**src/rtl/interp_upsample_feed.sv**
```systemverilog
// Zero-stuffing upsampler feeding the interpolation FIR: buffers low-rate samples in a small
// FIFO and emits each one followed by UPSAMPLE_FACTOR-1 zero words, one word per enabled clock.
module interp_upsample_feed #(
    parameter  int DATA_WIDTH      = 5,
    parameter  int UPSAMPLE_FACTOR = 4,
    parameter  int FIFO_DEPTH      = 4,
    localparam int PH_W            = (UPSAMPLE_FACTOR > 1) ? $clog2(UPSAMPLE_FACTOR) : 1,
    localparam int PTR_W           = $clog2(FIFO_DEPTH),
    localparam int LVL_W           = PTR_W + 1
) (
    input  logic                         clk,
    input  logic                         rst_n,
    input  logic                         enable,
    input  logic signed [DATA_WIDTH-1:0] in_data,
    input  logic                         in_valid,
    output logic                         in_ready,
    output logic signed [DATA_WIDTH-1:0] out,
    output logic        [PH_W-1:0]       phase,
    output logic        [LVL_W-1:0]      fifo_level,
    output logic                         underrun,
    input  logic                         clr_underrun
);

    logic signed [DATA_WIDTH-1:0] mem_q [FIFO_DEPTH];
    logic        [PTR_W-1:0]      wr_ptr_q, wr_ptr_d;
    logic        [PTR_W-1:0]      rd_ptr_q, rd_ptr_d;
    logic        [LVL_W-1:0]      level_q, level_d;
    logic        [PH_W-1:0]       phase_q, phase_d;
    logic signed [DATA_WIDTH-1:0] out_q, out_d;
    logic                         underrun_q, underrun_d;

    logic push, pop, slot, empty;

    // in_ready looks only at the stored count, so a same-edge pop never opens a full FIFO.
    assign in_ready = (level_q < LVL_W'(FIFO_DEPTH));
    assign empty    = (level_q == '0);
    assign slot     = enable && (phase_q == '0);
    assign push     = in_valid && in_ready;
    assign pop      = slot && !empty;

    always_comb begin
        wr_ptr_d = wr_ptr_q;
        rd_ptr_d = rd_ptr_q;
        level_d  = level_q;
        if (push) begin
            wr_ptr_d = wr_ptr_q + PTR_W'(1);
        end
        if (pop) begin
            rd_ptr_d = rd_ptr_q + PTR_W'(1);
        end
        case ({push, pop})
            2'b10:   level_d = level_q + LVL_W'(1);
            2'b01:   level_d = level_q - LVL_W'(1);
            default: level_d = level_q;
        endcase
    end

    always_comb begin
        phase_d    = '0;
        out_d      = '0;
        underrun_d = underrun_q;
        if (clr_underrun) begin
            underrun_d = 1'b0;
        end
        if (enable) begin
            if (phase_q == PH_W'(UPSAMPLE_FACTOR - 1)) begin
                phase_d = '0;
            end else begin
                phase_d = phase_q + PH_W'(1);
            end
        end
        if (pop) begin
            out_d = mem_q[rd_ptr_q];
        end
        // An empty sample slot outranks a same-edge clear so the shortfall is never lost.
        if (slot && empty) begin
            underrun_d = 1'b1;
        end
    end

    always_ff @(posedge clk or negedge rst_n) begin
        if (!rst_n) begin
            wr_ptr_q   <= '0;
            rd_ptr_q   <= '0;
            level_q    <= '0;
            phase_q    <= '0;
            out_q      <= '0;
            underrun_q <= 1'b0;
        end else begin
            wr_ptr_q   <= wr_ptr_d;
            rd_ptr_q   <= rd_ptr_d;
            level_q    <= level_d;
            phase_q    <= phase_d;
            out_q      <= out_d;
            underrun_q <= underrun_d;
        end
    end

    // Storage is data-only; stale entries are unreachable once the pointers reset.
    always_ff @(posedge clk) begin
        if (push) begin
            mem_q[wr_ptr_q] <= in_data;
        end
    end

    assign out        = out_q;
    assign phase      = phase_q;
    assign fifo_level = level_q;
    assign underrun   = underrun_q;

endmodule

```
**config.mk**
```make
export PLATFORM = sky130hd
export DESIGN_NAME = interp_upsample_feed
export DESIGN_NICKNAME = d
export VERILOG_FILES = /design/src/rtl/interp_upsample_feed.sv
export SDC_FILE = /design/constraint.sdc
export NUM_CORES = 1
export LEC_CHECK = 0
export BUFFER_PORTS_ARGS = -buffer_cell sky130_fd_sc_hd__buf_2
export CORE_UTILIZATION = 60
export CTS_BUF_LIST = sky130_fd_sc_hd__clkbuf_4 sky130_fd_sc_hd__clkbuf_8
export DETAILED_ROUTE_END_ITERATION = 7
export PLACE_DENSITY = 0.84
export SLEW_MARGIN = 20
export SYNTH_ARGS = -nofsm -noshare
export SYNTH_HDL_FRONTEND = slang
export SYNTH_SLANG_ARGS = --single-unit
```
**constraint.sdc**
```tcl
create_clock -name clk -period 3.5 [get_ports clk]
set_clock_uncertainty 0.1 [all_clocks]
set_input_delay 0.175 -clock clk [delete_from_list [all_inputs] [get_ports clk]]
set_output_delay 0.175 -clock clk [all_outputs]
set_load 0.005 [all_outputs]
```
==> metrics.txt <==
ANT nets after route 0; grt ovf 0; starting density of the core 64.09%; fmax 451.0 MHz; drt drc 0; post-detail-place hpwl 1.491 mm; uppermost layer routed met4; fin util 76.13%; initial antenna violation count 0; CP arrival 2.38 ns; data required time of the worst path 3.66 ns; syn nets 107; post-synth cell types 19; WL/cell 13.64 um; Core Region 2233 um2; first-pass GRT wire length 3.429 mm; top post-synthesis cells by area edfxtp_1 (42%), dfrtp_1 (26%), mux4_2 (7.9%); Rel. slew slack 70.60%; Final Critical Period 2.217 ns; Post-Synthesis Cells 89; Final Instance Area 1700 um2; Nets 141; Syn Std Cell Area 1431 um2; cell row count 17; worst skew pair latency 0.33 ns; CP cell instances inv_1 -> ha_1 -> o311a_1 -> ha_1 -> inv_1 -> fa_1 -> xor2_1 -> nor2_1 -> xnor2_1; share of layout cells above drive strength 1 27.42%; CP max stage delay 0.43 ns; I/O Buffers 21; clk buf depth 2; total CTS buffers 5; met1 WL 909 um; Pwr Total 1.151 mW; CP Class flip-flop to flip-flop; Worst Hold Class primary input to async pin; CP delay by family, top adder cells; Setup TNS 0 ns; top-area cell type share of the netlist area 41.96%; asr flop ratio synth 42.86%; Setup crit end kind flip-flop; pwr/cell area 676.6 nW/um2; post-synthesis sequential area ratio 68.18%; Critical-path top delay cell dfrtp_1; LEAKAGE 0.7259 nW; largest net degree at the start of global routing 16; Area after DPL 1553 um2; Routability Congestion 0.6812; syn_area_per_cell 16.08 um2; Synth warnings 0; Final setup viols 0; Main synth FF type edfxtp_1; status completed; post-synthesis register bit count 35; Worst R2R Start phase[0]$_DFF_PN0_; met2 WL post-DR 1.062 mm; EDFF count, synth 20; clock-pin slew on the worst setup and hold paths 0.11 ns; CTS tree yes; IO Pins 22; crit path launch phase[0]$_DFF_PN0_; # clock sinks 35; VDD IR-drop max 0.0004347 V; max_cap viols 0; All-Layer GR Usage 19.60%; Slew Viols, Final 0; Buf+Inv Stages, Crit Path 2; drt pass-1 iters 4; Via density 5.000; root buffer cell clkbuf_4; Crit Path Max Fanout 8; Die Span X 50.84 um; ratio of final minimum period to clock period 63.35%; RSZ-0062 raised after global routing no; Hold Vio Cnt, Final 0; metal3 WL 88 um; die height 50.84 um; H-tree depth 2; total wire length 2.073 mm; Initial DRC Count 10; Vias 760; area leader, netlist edfxtp_1; crit path launch type flip-flop; worst slew pin tran 0.4400 ns; area grow syn2layout 18.79%; Antenna Diode Count 0; die area 2585 um2; post_cts resized 0; number of global-route vias before repair 765
## sequential cells by signal (all words and copies together), names as in the netlist
register / cells
underrun: 1
rd_ptr_q: 2
wr_ptr_q: 2
phase: 2
fifo_level: 3
mem_q: 20
out: 5
## cell usage in the layout (no fill, tap or decap)
cell	n
fa_1	1
and2_1	10
dlygate4sd3_1	9
buf_2	21
xnor2_1	4
edfxtp_1	20
clkbuf_4	5
o311a_1	1
clkinvlp_4	2
nor3_1	1
mux4_2	5
nor2_1	1
clkinv_2	1
nand3_1	1
xor2_1	2
o21ai_0	3
dfrtp_1	15
nor3b_1	1
ha_1	7
nor2b_1	1
inv_1	10
nand2_1	3
## stage by stage
step	worst slack, ns	instances	hold slack [ns]
global placement	1.387	135	-0.01238
global route	1.111	152	0.1845
floorplan	1.474	89	-0.2206
CTS	1.254	152	0.1597
detailed placement	1.271	135	0.0002721
finish	1.283	152	0.1778
## timing repair
action | CTS | global route
hold buffers | 9 | 0
buffers inserted | 0 | 0
endpoints found under the hold margin | 37 | 0
## logic make-up after synthesis
kind of cell,Yosys count,share of synthesized area [%]
DFF,35,68.18
and+or+nand+nor,18,7.080
buffers and inverters,13,3.934
adders and majority gates,8,7.517
xor gates and xnor gates,6,3.671
muxes,5,7.867
AOI/OAI and AO/OA,4,1.748
## worst paths after layout
path                                             end  slack (ns)  cells past startpoint
max reg2reg                fifo_level[2]$_DFFE_PN0P_        1.28                      9
min in group clk             wr_ptr_q[0]$_DFFE_PN0P_        0.21                      3
min                                 out[3]$_DFF_PN0_        0.18                      2
min reg2reg                       phase[0]$_DFF_PN0_        0.41                      1
max                        fifo_level[2]$_DFFE_PN0P_        1.28                      9
max in group asynchronous    wr_ptr_q[1]$_DFFE_PN0P_        2.85                      2
## where the power goes
| group | switching (mW) | leakage, nW | internal, mW |
|---|---|---|---|
| Sequential | 0.0833 | 0.371 | 0.534 |
| Clock | 0.130 | 0.0272 | 0.0766 |
| Combinational | 0.147 | 0.327 | 0.180 |
## metal layers
layer / track usage (%) / vias up
met5: 0 / -
li1: - / 373
met2: 32.44 / 19
met1: 23.78 / 366
met4: 5.556 / 0
met3: 8.036 / 2
## synth_stat cells, types with 2 or more instances
cell type,instances
clkbuf_1,2
ha_1,7
inv_1,10
and2_1,10
edfxtp_1,20
nand2_1,3
dfrtp_1,15
xor2_1,2
o21ai_0,3
mux4_2,5
xnor2_1,4
## cell type report
class                      instances  area [um2]
inverter                          10       37.54
timing repair buffer              30       195.2
sequential                        35       975.9
clock inverter                     3       20.02
tap                               28       35.03
multi-input combinational         41       399.1
fill                             152       533.0
clock buffer                       5       37.54
(Power assumes the default switching activity.)
